`src/rtl/n_body_verlet_stage.sv`:
```
// Fixed-point Verlet position update: q(t+dt) = 2q(t) - q(t-dt) + G*dt^2*a.
// Owns the q(t) / q(t-dt) banks; one body per handshake, in index order.
module n_body_verlet_stage #(
   parameter int N_BODIES = 4,
   parameter int W = 32,
   parameter int FRAC = 16,
   parameter logic signed [W-1:0] G_DT2 = 32'sd65536,
   localparam int IW = $clog2(N_BODIES)
) (
   input  logic          clk,
   input  logic          rst_n,
   input  logic          init_en,
   input  logic [IW-1:0] init_idx,
   input  logic [W-1:0]  init_q,
   input  logic [W-1:0]  init_q_old,
   input  logic          start,
   input  logic          a_valid,
   output logic          a_ready,
   input  logic [W-1:0]  a_data,
   output logic          q_valid,
   input  logic          q_ready,
   output logic [W-1:0]  q_data,
   output logic [IW-1:0] q_idx,
   output logic          busy,
   output logic          step_done
);

   localparam int CW = IW + 1;
   localparam int PW = 2 * W;
   localparam int SW = PW + 2;
   localparam logic [CW-1:0] NB = CW'(N_BODIES);
   localparam logic [CW-1:0] NB_M1 = CW'(N_BODIES - 1);
   localparam logic [IW-1:0] LAST = IW'(N_BODIES - 1);

   typedef enum logic [1:0] {IDLE, RUN, DRAIN} state_t;

   state_t state_q, state_d;

   logic [CW-1:0] in_cnt;
   logic [CW-1:0] out_cnt;
   logic [W-1:0]  q_t   [N_BODIES];
   logic [W-1:0]  q_old [N_BODIES];

   logic                 s1_valid;
   logic [IW-1:0]        s1_idx;
   logic signed [PW-1:0] s1_prod;

   logic                 adv;
   logic                 a_hs;
   logic                 q_hs;
   logic                 last_hs;
   logic signed [PW-1:0] prod;
   logic signed [PW-1:0] sh;
   logic [W-1:0]         rd_t;
   logic [W-1:0]         rd_o;
   logic signed [SW-1:0] t_ext;
   logic signed [SW-1:0] o_ext;
   logic signed [SW-1:0] d_ext;
   logic signed [SW-1:0] sum;
   logic [SW-W:0]        top;
   logic [W-1:0]         sat;

   assign adv     = !q_valid || q_ready;
   assign a_ready = (state_q == RUN) && (in_cnt < NB) && adv;
   assign a_hs    = a_valid && a_ready;
   assign q_hs    = q_valid && q_ready;
   assign last_hs = q_hs && (q_idx == LAST) && (out_cnt == NB_M1);
   assign busy    = (state_q != IDLE);

   assign prod = $signed({{W{a_data[W-1]}}, a_data})
               * $signed({{W{G_DT2[W-1]}}, G_DT2});

   // Sum is kept wide enough that no operand combination can wrap.
   always_comb begin
      rd_t  = q_t[s1_idx];
      rd_o  = q_old[s1_idx];
      sh    = s1_prod >>> FRAC;
      t_ext = {{(SW-W){rd_t[W-1]}}, rd_t};
      o_ext = {{(SW-W){rd_o[W-1]}}, rd_o};
      d_ext = {{(SW-PW){sh[PW-1]}}, sh};
      sum   = (t_ext <<< 1) - o_ext + d_ext;
      top   = sum[SW-1:W-1];
      if (top == '0 || top == '1)
         sat = sum[W-1:0];
      else if (sum[SW-1])
         sat = {1'b1, {(W-1){1'b0}}};
      else
         sat = {1'b0, {(W-1){1'b1}}};
   end

   always_comb begin
      state_d = state_q;
      unique case (state_q)
         IDLE:    if (start) state_d = RUN;
         RUN:     if (a_hs && in_cnt == NB_M1) state_d = DRAIN;
         DRAIN:   if (last_hs) state_d = IDLE;
         default: state_d = IDLE;
      endcase
   end

   always_ff @(posedge clk) begin
      if (!rst_n) begin
         state_q   <= IDLE;
         in_cnt    <= '0;
         out_cnt   <= '0;
         s1_valid  <= 1'b0;
         s1_idx    <= '0;
         s1_prod   <= '0;
         q_valid   <= 1'b0;
         q_data    <= '0;
         q_idx     <= '0;
         step_done <= 1'b0;
         for (int k = 0; k < N_BODIES; k++) begin
            q_t[k]   <= '0;
            q_old[k] <= '0;
         end
      end else begin
         state_q   <= state_d;
         step_done <= last_hs;
         if (state_q == IDLE) begin
            if (start) begin
               in_cnt  <= '0;
               out_cnt <= '0;
            end
            if (init_en) begin
               q_t[init_idx]   <= init_q;
               q_old[init_idx] <= init_q_old;
            end
         end else begin
            if (a_hs) in_cnt <= in_cnt + 1'b1;
            if (q_hs) out_cnt <= out_cnt + 1'b1;
         end
         if (adv) begin
            s1_valid <= a_hs;
            if (a_hs) begin
               s1_idx  <= in_cnt[IW-1:0];
               s1_prod <= prod;
            end
            q_valid <= s1_valid;
            if (s1_valid) begin
               q_data        <= sat;
               q_idx         <= s1_idx;
               q_t[s1_idx]   <= sat;
               q_old[s1_idx] <= rd_t;
            end
         end
      end
   end

endmodule
```
`config.mk`:
```
export PLATFORM = sky130hd
export DESIGN_NAME = n_body_verlet_stage
export DESIGN_NICKNAME = d
export VERILOG_FILES = /design/src/rtl/n_body_verlet_stage.sv
export SDC_FILE = /design/constraint.sdc
export NUM_CORES = 1
export LEC_CHECK = 0
export BUFFER_PORTS_ARGS = -buffer_cell sky130_fd_sc_hd__buf_2
export CAP_MARGIN = 25
export CORE_MARGIN = 2
export CORE_UTILIZATION = 40
export DETAILED_ROUTE_END_ITERATION = 10
export PLACE_DENSITY = 0.59
export SLEW_MARGIN = 10
export SYNTH_ARGS = -nofsm -noshare
export SYNTH_HDL_FRONTEND = slang
export SYNTH_SLANG_ARGS = --single-unit
```
`constraint.sdc`:
```
create_clock -name clk -period 9.59 [get_ports clk]
set_input_delay 1.4385 -clock clk [delete_from_list [all_inputs] [get_ports clk]]
set_output_delay 1.4385 -clock clk [all_outputs]
set_load 0.005 [all_outputs]
```
[Word level (Yosys, flattened, before mapping)]
Memories as Yosys holds them, arrays and structs flattened. A register that Yosys moved wholly into a read port is not among the register bits.
Index checks and enable logic that the tools add are counted.
Widths: inputs -> output; s select.
Word-level totals
  flip-flop bits (word level): 79
  output and inout bits: 38
  word-level logic and storage cells: 86
  RAM bits: 256
  input bits: 104
  memories: 2
Memory list
  q_old: depth 4, width 32, rd ports 1, clocked after memory_dff 1, write ports 4, line 42  | logic [W-1:0] q_old [N_BODIES];
  q_t: depth 4, width 32, rd ports 1, clocked after memory_dff 1, write ports 4, line 41  | logic [W-1:0] q_t [N_BODIES];
Cells by class
  add/sub/neg operators: 4
  equal/unequal tests: 9
  magnitude comparators: 1
  multiplexer cells: 36
  reductions and logical operators: 24
Operators by type and width (count)
  $mux 32: 6
  $reduce_or 32->1: 4
  $add 34x32->35: 1
  $eq 35x35->1 const B: 1
  $logic_not 35->1: 1
  $sub 33x32->34: 1
  $mux 2: 11
  $mux 3: 5
  $mux 1: 13
  $reduce_and 2->1: 4
  $logic_and 1x1->1: 7
  $add 3x1->3 const B: 2
  $eq 3x2->1 const B: 2
  $pmux 2 s3: 1
  $reduce_bool 2->1: 3
  $eq 2x2->1 const B: 2
  $ne 2x2->1 const B: 2
  $lt 3x3->1 const B: 1
  $reduce_and 3->1: 1
  $eq 2x1->1 const B: 1
  $logic_not 2->1: 1
  $logic_or 1x1->1: 2
  $ne 2x1->1 const B: 1
  $logic_not 1->1: 1

[Logic depth before layout (Yosys ltp)]
Gate-level depths: netlist of the first run.
  word-level depth: 7
  gate-level depth with buffers: 18
  depth with buffers taken out: 15

[Worst setup path before layout of the first run]
No wires, ideal clock.
  path type: input to register
  from: in rst_n
  to: mem q_old[0][0] (enable)
  required time: 8.884 ns
  setup slack: -0.305 ns
  cell stages on the path: 3
  path buffers: 1
  setup time: 0.706 ns
  arrival time: 9.189 ns
  cells stage by stage: clkbuf_1 nand3_1 o311ai_0
RTL lines
  start, declared: line 11  | input logic rst_n,
  end, declared: line 42

==> results.md, run 1 <==
- The run finished with clean final reports.
- The standard cell area after detailed placement is 0.0190 mm^2.
- The kind of launch point of the worst setup path is a register.
- The area of the die is 0.0461 mm^2.
- The share of post-route cells with drive strength above 1 is 18.1%.
- The worst hold path belongs to the class reg2reg.
- Broken down by cell family, the worst path's largest delay share belongs to compound AO/OA/AOI/OAI gates.
- Setup repair after global routing left no endpoint under its margin.
- The post-cts hold buffer count is 0.
- After legalization and detailed placement, the total HPWL measured 36,400 um.
- The setup path with the least slack is of type reg2reg.
- The layer with the highest usage is met2.
- Counting the buffers created by CTS gives 39.
- Cells fill 46.1% of the core in the end.
- The mean number of vias per cell is between 5 and 6.
- The clock-pin transition on the worst setup and hold timing paths is 0.06 ns.
- The synthesized design contains 256 enable-type register cells.
- On the worst path, the slowest cell contributes a delay of 0.86 ns.
- Multiplexer cells account for 8.11% of the synthesized area.
- Entering global routing, the biggest net connects 90 pins.
- Summing the areas of all xor and xnor instances in the mapped netlist gives 1.43% of the synthesized area.
- The final clock period utilization by the worst path is 66.8%.
- The number of failing hold endpoints at the final stage was 0.
- The floorplan step set the die height to approximately 210 um.
- After the first detailed-routing iteration, the DRC count stood at 1,691.
- For the worst setup path, the data required time is 9.97 ns.
- The number of levels in the clock H-tree is 2.
- For the worst-skew pair, the clock arrives at the later sink with an insertion delay of 0.58 ns.
- In the layout the commonest cells are sky130_fd_sc_hd__nand2_1, sky130_fd_sc_hd__edfxtp_1, sky130_fd_sc_hd__o22ai_1.
- The filler cells instantiated in the layout total 4,105.
- Counting instances, the worst hold path has a depth of 2.
- Summed over all layers, the global routing overflow is 0.
- Among all flip-flop cells after synthesis, the most frequent one is sky130_fd_sc_hd__edfxtp_1.
- Across the VDD grid, the largest voltage drop is 0.107 mV.
- In this run the power density over the cells is 199 mW/mm^2.
- The root buffer cell is sky130_fd_sc_hd__clkbuf_16.
- Across every metal layer, demand over resource in global routing totals between 20% and 30%.
- Measured in cells, the most critical reg-to-reg path has a length of 15.
- Headroom to the max-slew limit came out at 28.3%.
- The arrival time reported for the critical path endpoint is 6.79 ns.
- On the final layout, the worst hold slack is around 0.44 ns.
- The synthesized netlist devotes 15.9% of its cell area to compound gates.
- The commonest non-fill, non-tap cell in the layout is sky130_fd_sc_hd__nand2_1.
- The critical path goes through buf_4 -> mux4_2 -> inv_1 -> fa_1 -> inv_1 -> ha_1 -> a21oi_1 -> o21ai_1 -> o31ai_1 -> a31oi_1 -> a311oi_1 -> xor2_1 -> o31ai_4 -> nand2_1 -> o21ai_0.
- The cell depth of the worst setup path is 15.
- Sequential cells were found to cover a little over half of the synthesized design area.
- 0 antenna diodes ended up in the layout.
- The worst clock skew on the final layout is 0.0235 ns.
- The post-route standard cell area excluding fillers is 0.0203 mm^2.
- The die is 215 um wide.
- The clock period minus worst slack is 6.41 ns.
- The combinational family with the most area after synthesis is compound AO/OA/AOI/OAI gates.
- The post-cts gate resize count is 0.
- The synthesis-to-finish area growth is 14.3%.
- The maximum buffer depth of the clock tree is 3.
- The via count of the routed design is 13,881.
- During I/O placement, the number of pins put on the boundary was approximately 140.
- The tool flagged a number of max-cap violations equal to 0.
- The arithmetic-cell share of the synthesized area counting full adders, half adders and majority gates is 6.39%.
- At the pin with the least slew margin, the transition time is ~1.1 ns.
- The number of port buffers is 141.
- The number of buffer and inverter stages on the critical path is 3.
- The fraction of registers with async set or reset after synthesis is 0%.
- The DRC violations left is 0.
- Routability-driven placement finished with a final weighted congestion of 0.983.
- The setup total negative slack is 0 ns.
- For this configuration, the core starts out at a cell density of 40.4%.
- The leakage power is ~0.0075 uW.
- The detail route stage leaves a number of antenna-violating nets equal to 0.
- Derived from the worst setup path, the maximum achievable clock frequency is around 0.16 GHz.
- The TritonCTS clock tree is yes.
- Row generation in the floorplan step produced 77 rows.
- Yosys printed 0 warnings.
- The cell area that synthesis handed to floorplanning was 0.0178 mm^2.
- The post-synthesis average cell area is 10.7 um^2.
- The region available for standard cell placement spans 0.0440 mm^2.
- The met1 capacity usage during global routing is 34.7%.
- The per-cell routed wire length is roughly 24 um.
- Counting every instance in the synthesized netlist gives 1,656.
- The first global-routing pass estimated 84,900 um of wire.
- After detailed routing, the total wire length is about 56,000 um.
- The most prevalent standard cell on the critical path is sky130_fd_sc_hd__inv_1.
- In the global route stage, met3 resource usage came out at 4.66%.
- After synthesis, the netlist uses 57 different library cells.
- Leaving out filler cells and counting taps, the final layout contains 2,369.
- The first TritonRoute pass finished after 5 iterations.
- STA classifies the critical path endpoint as a register.
- The initial antenna violation count is 1.
- The net count after synthesis is 1,831.
- After clock tree synthesis, the setup repair step added 0 buffers.
- For this design, the sink count on the clock tree is approximately 340.
- The layout net count is approximately 1,900.
- Global routing consumed, on the met2 layer, 37.4% of the routing resources.
- The max-slew violation count came to 0.
- The simple-gate share of the synthesized area is ~10%.
- On the critical path, the stage with the largest delay is an instance of sky130_fd_sc_hd__dfxtp_4.
- The number of global-route vias before repair is 13,666.
- Setup violations remaining at the end of the flow were counted as 0.
- In this run the worst path has a maximum fanout of 36.
- The placed instance count is approximately 2,300.
- After synthesis the netlist holds a flip-flop and latch count of roughly 340.
[layout make-up]
cell class / instances / area, um^2 / share of cell area (%)
Sequential cell: 337 / 9310 / 45.9
Multi-Input combinational cell: 1061 / 7540 / 37.1
Clock buffer: 53 / 1050 / 5.16
Timing Repair Buffer: 167 / 921 / 4.53
Tap cell: 592 / 741 / 3.65
Inverter: 140 / 526 / 2.59
Clock inverter: 19 / 221 / 1.09
[kinds of logic after synthesis]
kind of cell | Yosys count
AOI/OAI and AO/OA | 466
xor gates and xnor gates | 29
adders and majority gates | 71
buffers and inverters | 258
DFF | 337
muxes | 64
and+or+nand+nor | 431
[tightest hold or removal path: cells and delay by family, from the launching register on]
family | cells | cell delay [ns]
flops | 1 | 0.30
simple gates | 1 | 0.05
compound gates | 1 | 0.05
[worst paths after layout]
check,from,endpoint,slack (ns)
worst max-delay path,register,q_t[1][30]$_DFFE_PP_,3.18
worst min-delay path,q_data[7]$_SDFFE_PN0P_,q_data[7]$_SDFFE_PN0P_,0.44
worst max register to register,register,q_t[1][30]$_DFFE_PP_,3.18
worst min register to register,q_data[7]$_SDFFE_PN0P_,q_data[7]$_SDFFE_PN0P_,0.44
[layer usage]
layer  wire, um  share of wire (%)  up-vias
li1           -                  -     6215
met1      24100                 43     6799
met2      25400                 45      759
met3       5370                9.6      106
met4       1430                2.5        2
met5          7              0.012        -
[sequential cells by signal, summed over array words and instances, names as in the netlist, named ones only]
name	flops
s1_valid	1
in_cnt	3
q_old	128
q_data	32
step_done	1
q_t	128
s1_idx	2
s1_prod	32
out_cnt	3
q_idx	2
state_q	2
q_valid	1
[cell usage after synthesis, types with 5 or more instances]
master | instances | area (um^2)
sky130_fd_sc_hd__a21oi_1 | 47 | 235
sky130_fd_sc_hd__nand2_1 | 295 | 1110
sky130_fd_sc_hd__inv_1 | 140 | 526
sky130_fd_sc_hd__ha_1 | 38 | 475
sky130_fd_sc_hd__fa_1 | 33 | 661
sky130_fd_sc_hd__nand3_1 | 31 | 155
sky130_fd_sc_hd__edfxtp_1 | 256 | 7690
sky130_fd_sc_hd__and2_1 | 9 | 56.3
sky130_fd_sc_hd__a31oi_1 | 5 | 31.3
sky130_fd_sc_hd__nor3_1 | 6 | 30.0
sky130_fd_sc_hd__a21oi_2 | 7 | 61.3
sky130_fd_sc_hd__nor2b_1 | 5 | 31.3
sky130_fd_sc_hd__o21ai_0 | 122 | 611
sky130_fd_sc_hd__xnor2_1 | 16 | 140
sky130_fd_sc_hd__a21o_1 | 5 | 37.5
sky130_fd_sc_hd__o22ai_1 | 158 | 988
sky130_fd_sc_hd__nor2_2 | 9 | 56.3
sky130_fd_sc_hd__o211ai_1 | 7 | 52.6
sky130_fd_sc_hd__a21boi_0 | 43 | 323
sky130_fd_sc_hd__xor2_1 | 13 | 114
sky130_fd_sc_hd__mux4_2 | 64 | 1440
sky130_fd_sc_hd__clkbuf_1 | 95 | 357
sky130_fd_sc_hd__o21ai_1 | 43 | 215
sky130_fd_sc_hd__dfxtp_1 | 81 | 1620
sky130_fd_sc_hd__buf_1 | 15 | 56.3
sky130_fd_sc_hd__nor2_1 | 44 | 165
sky130_fd_sc_hd__buf_2 | 6 | 30.0
sky130_fd_sc_hd__nand2b_1 | 6 | 37.5
sky130_fd_sc_hd__nand4_1 | 13 | 81.3
[report_power, final]
group,internal [uW],switching [uW],leakage [uW],total (uW)
sequential,1650,27.1,0.00331,1680
clock,862,639,0.000622,1500
combinational,261,602,0.00356,863
total,2770,1270,0.00750,4040
[metrics by stage]
step	power (uW)	setup slack, ns
floorplan	2260	2.38
global placement	2550	3.30
detailed placement	2550	3.18
CTS	4050	3.14
global route	4200	2.62
finish	4040	3.18
Note: power is estimated with default switching activity, not from simulation.
==> run 2, diff against run 1 <==
clock period = 5.57 ns   (was 9.59 ns; I/O delays follow)
==> run 2 against run 1 <==
Compared with the run above: first-iteration DRC count is 0.83% higher; sequential power up 71%; core utilization is 0.29 points higher; non-clock buffer count up 22; clock power grew 61%; final cell count grew 0.93%; clock skew is 0.011 ns lower; combinational power increased by 76%.
==> results.md, run 2 (synthesis gave the netlist of run 1 again) <==
- The per-cell routed wire length is 23.7 um (-0.32%).
- The number of levels in the clock H-tree is 2 (unchanged).
- The HPWL reported at the end of detailed placement is 37,400 um (+2.8%).
- The post-cts gate resize count is 0 (unchanged).
- The clock latency at the later pin of the worst-skew pair came to 0.54 ns (-0.04 ns).
- The maximum fanout encountered on the critical timing path is 34 (-5.6%).
- The placeable core region is 0.0440 mm^2 (unchanged).
- The mean number of vias per cell is 5.80 (-0.93%).
- The leakage power was 0.00758 uW (+1.1%).
- Setup repair after global routing left no endpoint under its margin.
- The maximum frequency from static timing analysis is 0.197 GHz (+26%).
- The violation count after the first detailed-route iteration is 1,705 (+0.83%).
- The largest net degree at the start of global routing is 75 (-17%).
- The synthesis-to-finish area growth is 15.1%.
- In the final layout, the registers with the most flip-flops are q_old: 128 flops, q_t: 128 flops.
- The clock period minus worst slack is 5.08 ns (-1.33 ns).
- The number of sinks on the clock net is 337 (unchanged).
- The global router's overall resource usage is 24.4% (+0.079 points).
- The final clock period utilization by the worst path was 91.2% (+24 points).
- The initial antenna violation count came to 1 (unchanged).
- The remaining antenna violation count is 0 (unchanged).
- The first-pass detailed-route iteration total came to 6 (+1).
- The endpoint required time on the critical path is 5.83 ns (-4.14 ns).
- The via count of the routed design came to 13,879 (-0.014%).
- The flow ran to the end, and the final reports show no timing, DRC or antenna violations.
- The power density over cell area came to 334 mW/mm^2 (+68%).
- The slowest stage of the critical path is the sky130_fd_sc_hd__dfxtp_2 cell.
- The worst setup path category is reg2reg.
- The number of failing hold endpoints at the final stage is 0 (unchanged).
- The signal on the critical path passes through buf_4 -> mux4_2 -> inv_1 -> fa_1 -> inv_1 -> ha_1 -> a21oi_1 -> a211oi_1 -> o31ai_1 -> a31oi_1 -> a311oi_1 -> xor2_1 -> buf_4 -> a31oi_4 -> buf_12 -> nor2_1 -> o22ai_1.
- The post-cts hold buffer count is 0 (unchanged).
- The number of standard-cell rows in the floorplan was 77 (unchanged).
- The number of global-route vias before repair came to 13,961 (+2.2%).
- The clock-pin transition on the worst setup and hold timing paths is 0.06 ns (about the same).
- The CTS buffer count came to 39 (unchanged).
- The largest stage delay on the critical path is 0.59 ns (-0.27 ns).
- The total power after layout is 6820 uW (+69%).
- The number of antenna cells inserted was 0 (unchanged).
- The starting density of the core came to 40.4% (unchanged).
- The die span in x is 215 um (unchanged).
- The number of max-cap violations was 0 (unchanged).
- The DRC violations left is 0 (unchanged).
- The area of the die was 0.0461 mm^2 (unchanged).
- The number of buffer and inverter stages on the critical path is 5 (+2).
- The final global-route overflow total was 0 (unchanged).
- The worst-case headroom to the max-slew limit is 30.8% (+2.4 points).
- The arrival time reported for the critical path endpoint was 5.34 ns (-1.45 ns).
- The library cell used most frequently in the layout, excluding fill and tap cells, is sky130_fd_sc_hd__nand2_1.
- The worst clock skew on the final layout is 0.0127 ns (-0.0108 ns).
- The tightest hold margin is 0.450 ns (+0.00495 ns).
- The sum of routed wire length over all layers is 56,600 um (+0.61%).
- The total of endpoints with negative setup slack in the final report is 0 (unchanged).
- In this design, the largest share of critical-path delay is due to compound AO/OA/AOI/OAI gates.
- The final estimated routing congestion in global placement is 0.910 (-7.5%).
- The worst-case setup margin in the final layout was 0.491 ns (-2.69 ns).
- The post-placement setup slack is 0.531 ns (-2.65 ns).
- The vertical extent of the die is 215 um (unchanged).
- In the layout the commonest cells are sky130_fd_sc_hd__nand2_1, sky130_fd_sc_hd__edfxtp_1, sky130_fd_sc_hd__o22ai_1.
- The worst setup path is captured at a register.
- The count of pins on the block boundary is 142 (unchanged).
- The number of port buffers is 141 (unchanged).
- The layout net count is 1,943 (+1.1%).
- The worst supply voltage drop on vdd is 0.201 mV (+88%).
- The post-CTS repair timing setup buffer count came to 0 (unchanged).
- The slew at the pin closest to its max-slew limit is 1.04 ns (-0.0367 ns).
- TritonCTS built the clock tree.
- The maximum buffer depth of the clock tree is 3 (unchanged).
- The share of post-route cells with drive strength above 1 came to 18.8% (+0.72 points).
- The wire length of the first global-routing pass came to 85,500 um (+0.72%).
- The class of the tightest hold or removal check is reg2reg.
- The kind of launch point of the worst setup path is a register.
- The setup total negative slack is 0 ns (unchanged).
- The max-slew violation count is 0 (unchanged).
- The root buffer cell chosen for the clock tree is sky130_fd_sc_hd__clkbuf_16.
-- run 2: changes by cell type in the layout (fill, tap and decap cells not counted), moves of 2 or more --
cell	before	now
sky130_fd_sc_hd__clkbuf_8	2	6
sky130_fd_sc_hd__clkinv_1	1	5
sky130_fd_sc_hd__clkinv_8	2	0
sky130_fd_sc_hd__clkinv_2	7	5
sky130_fd_sc_hd__buf_12	0	5
sky130_fd_sc_hd__buf_4	25	42
sky130_fd_sc_hd__bufinv_16	3	0
-- run 2: final timing paths --
check                               from                endpoint  slack, ns  cells past startpoint
setup / recovery                register    q_t[0][24]$_DFFE_PP_       0.49                     17
hold / removal    q_data[8]$_SDFFE_PN0P_  q_data[8]$_SDFFE_PN0P_       0.45                      2
setup reg to reg                register    q_t[0][24]$_DFFE_PP_       0.49                     17
hold reg to reg   q_data[8]$_SDFFE_PN0P_  q_data[8]$_SDFFE_PN0P_       0.45                      2
-- run 2: power breakdown --
group	internal [uW]	switching (uW)
clock	1380	1040
sequential	2840	42.2
combinational	493	1030
-- run 2: final cells by class --
| class | count | area (um^2) |
|---|---|---|
| Timing Repair Buffer | 189 | 1140 |
| Inverter | 140 | 526 |
| Multi-Input combinational cell | 1061 | 7540 |
| Fill cell | 4096 | 23600 |
| Clock inverter | 14 | 78.8 |
| Clock buffer | 58 | 1110 |
| Tap cell | 592 | 741 |
| Sequential cell | 337 | 9310 |
-- run 2: worst min-delay path, stage by stage (launching register included) --
cell and delay (ns):
sky130_fd_sc_hd__dfxtp_1 0.31, sky130_fd_sc_hd__nand2_1 0.05, sky130_fd_sc_hd__o21ai_1 0.05
-- run 2: metal layers --
metal	routed length (um)	global-route usage [%]	vias to the layer above
met1	24400	34.9	6814
met4	1200	6.74	2
li1	-	-	6256
met5	13	0	-
met2	25600	37.9	722
met3	5450	4.74	85
-- run 2: per-stage QoR --
step | util, % | instances | cell area, um^2
floorplan | - | 1656 | 17800
global placement | 43.7 | 2318 | 19200
detailed placement | 43.7 | 2318 | 19200
CTS | 46.4 | 2390 | 20400
global route | 46.4 | 2391 | 20400
finish | 46.4 | 2391 | 20400
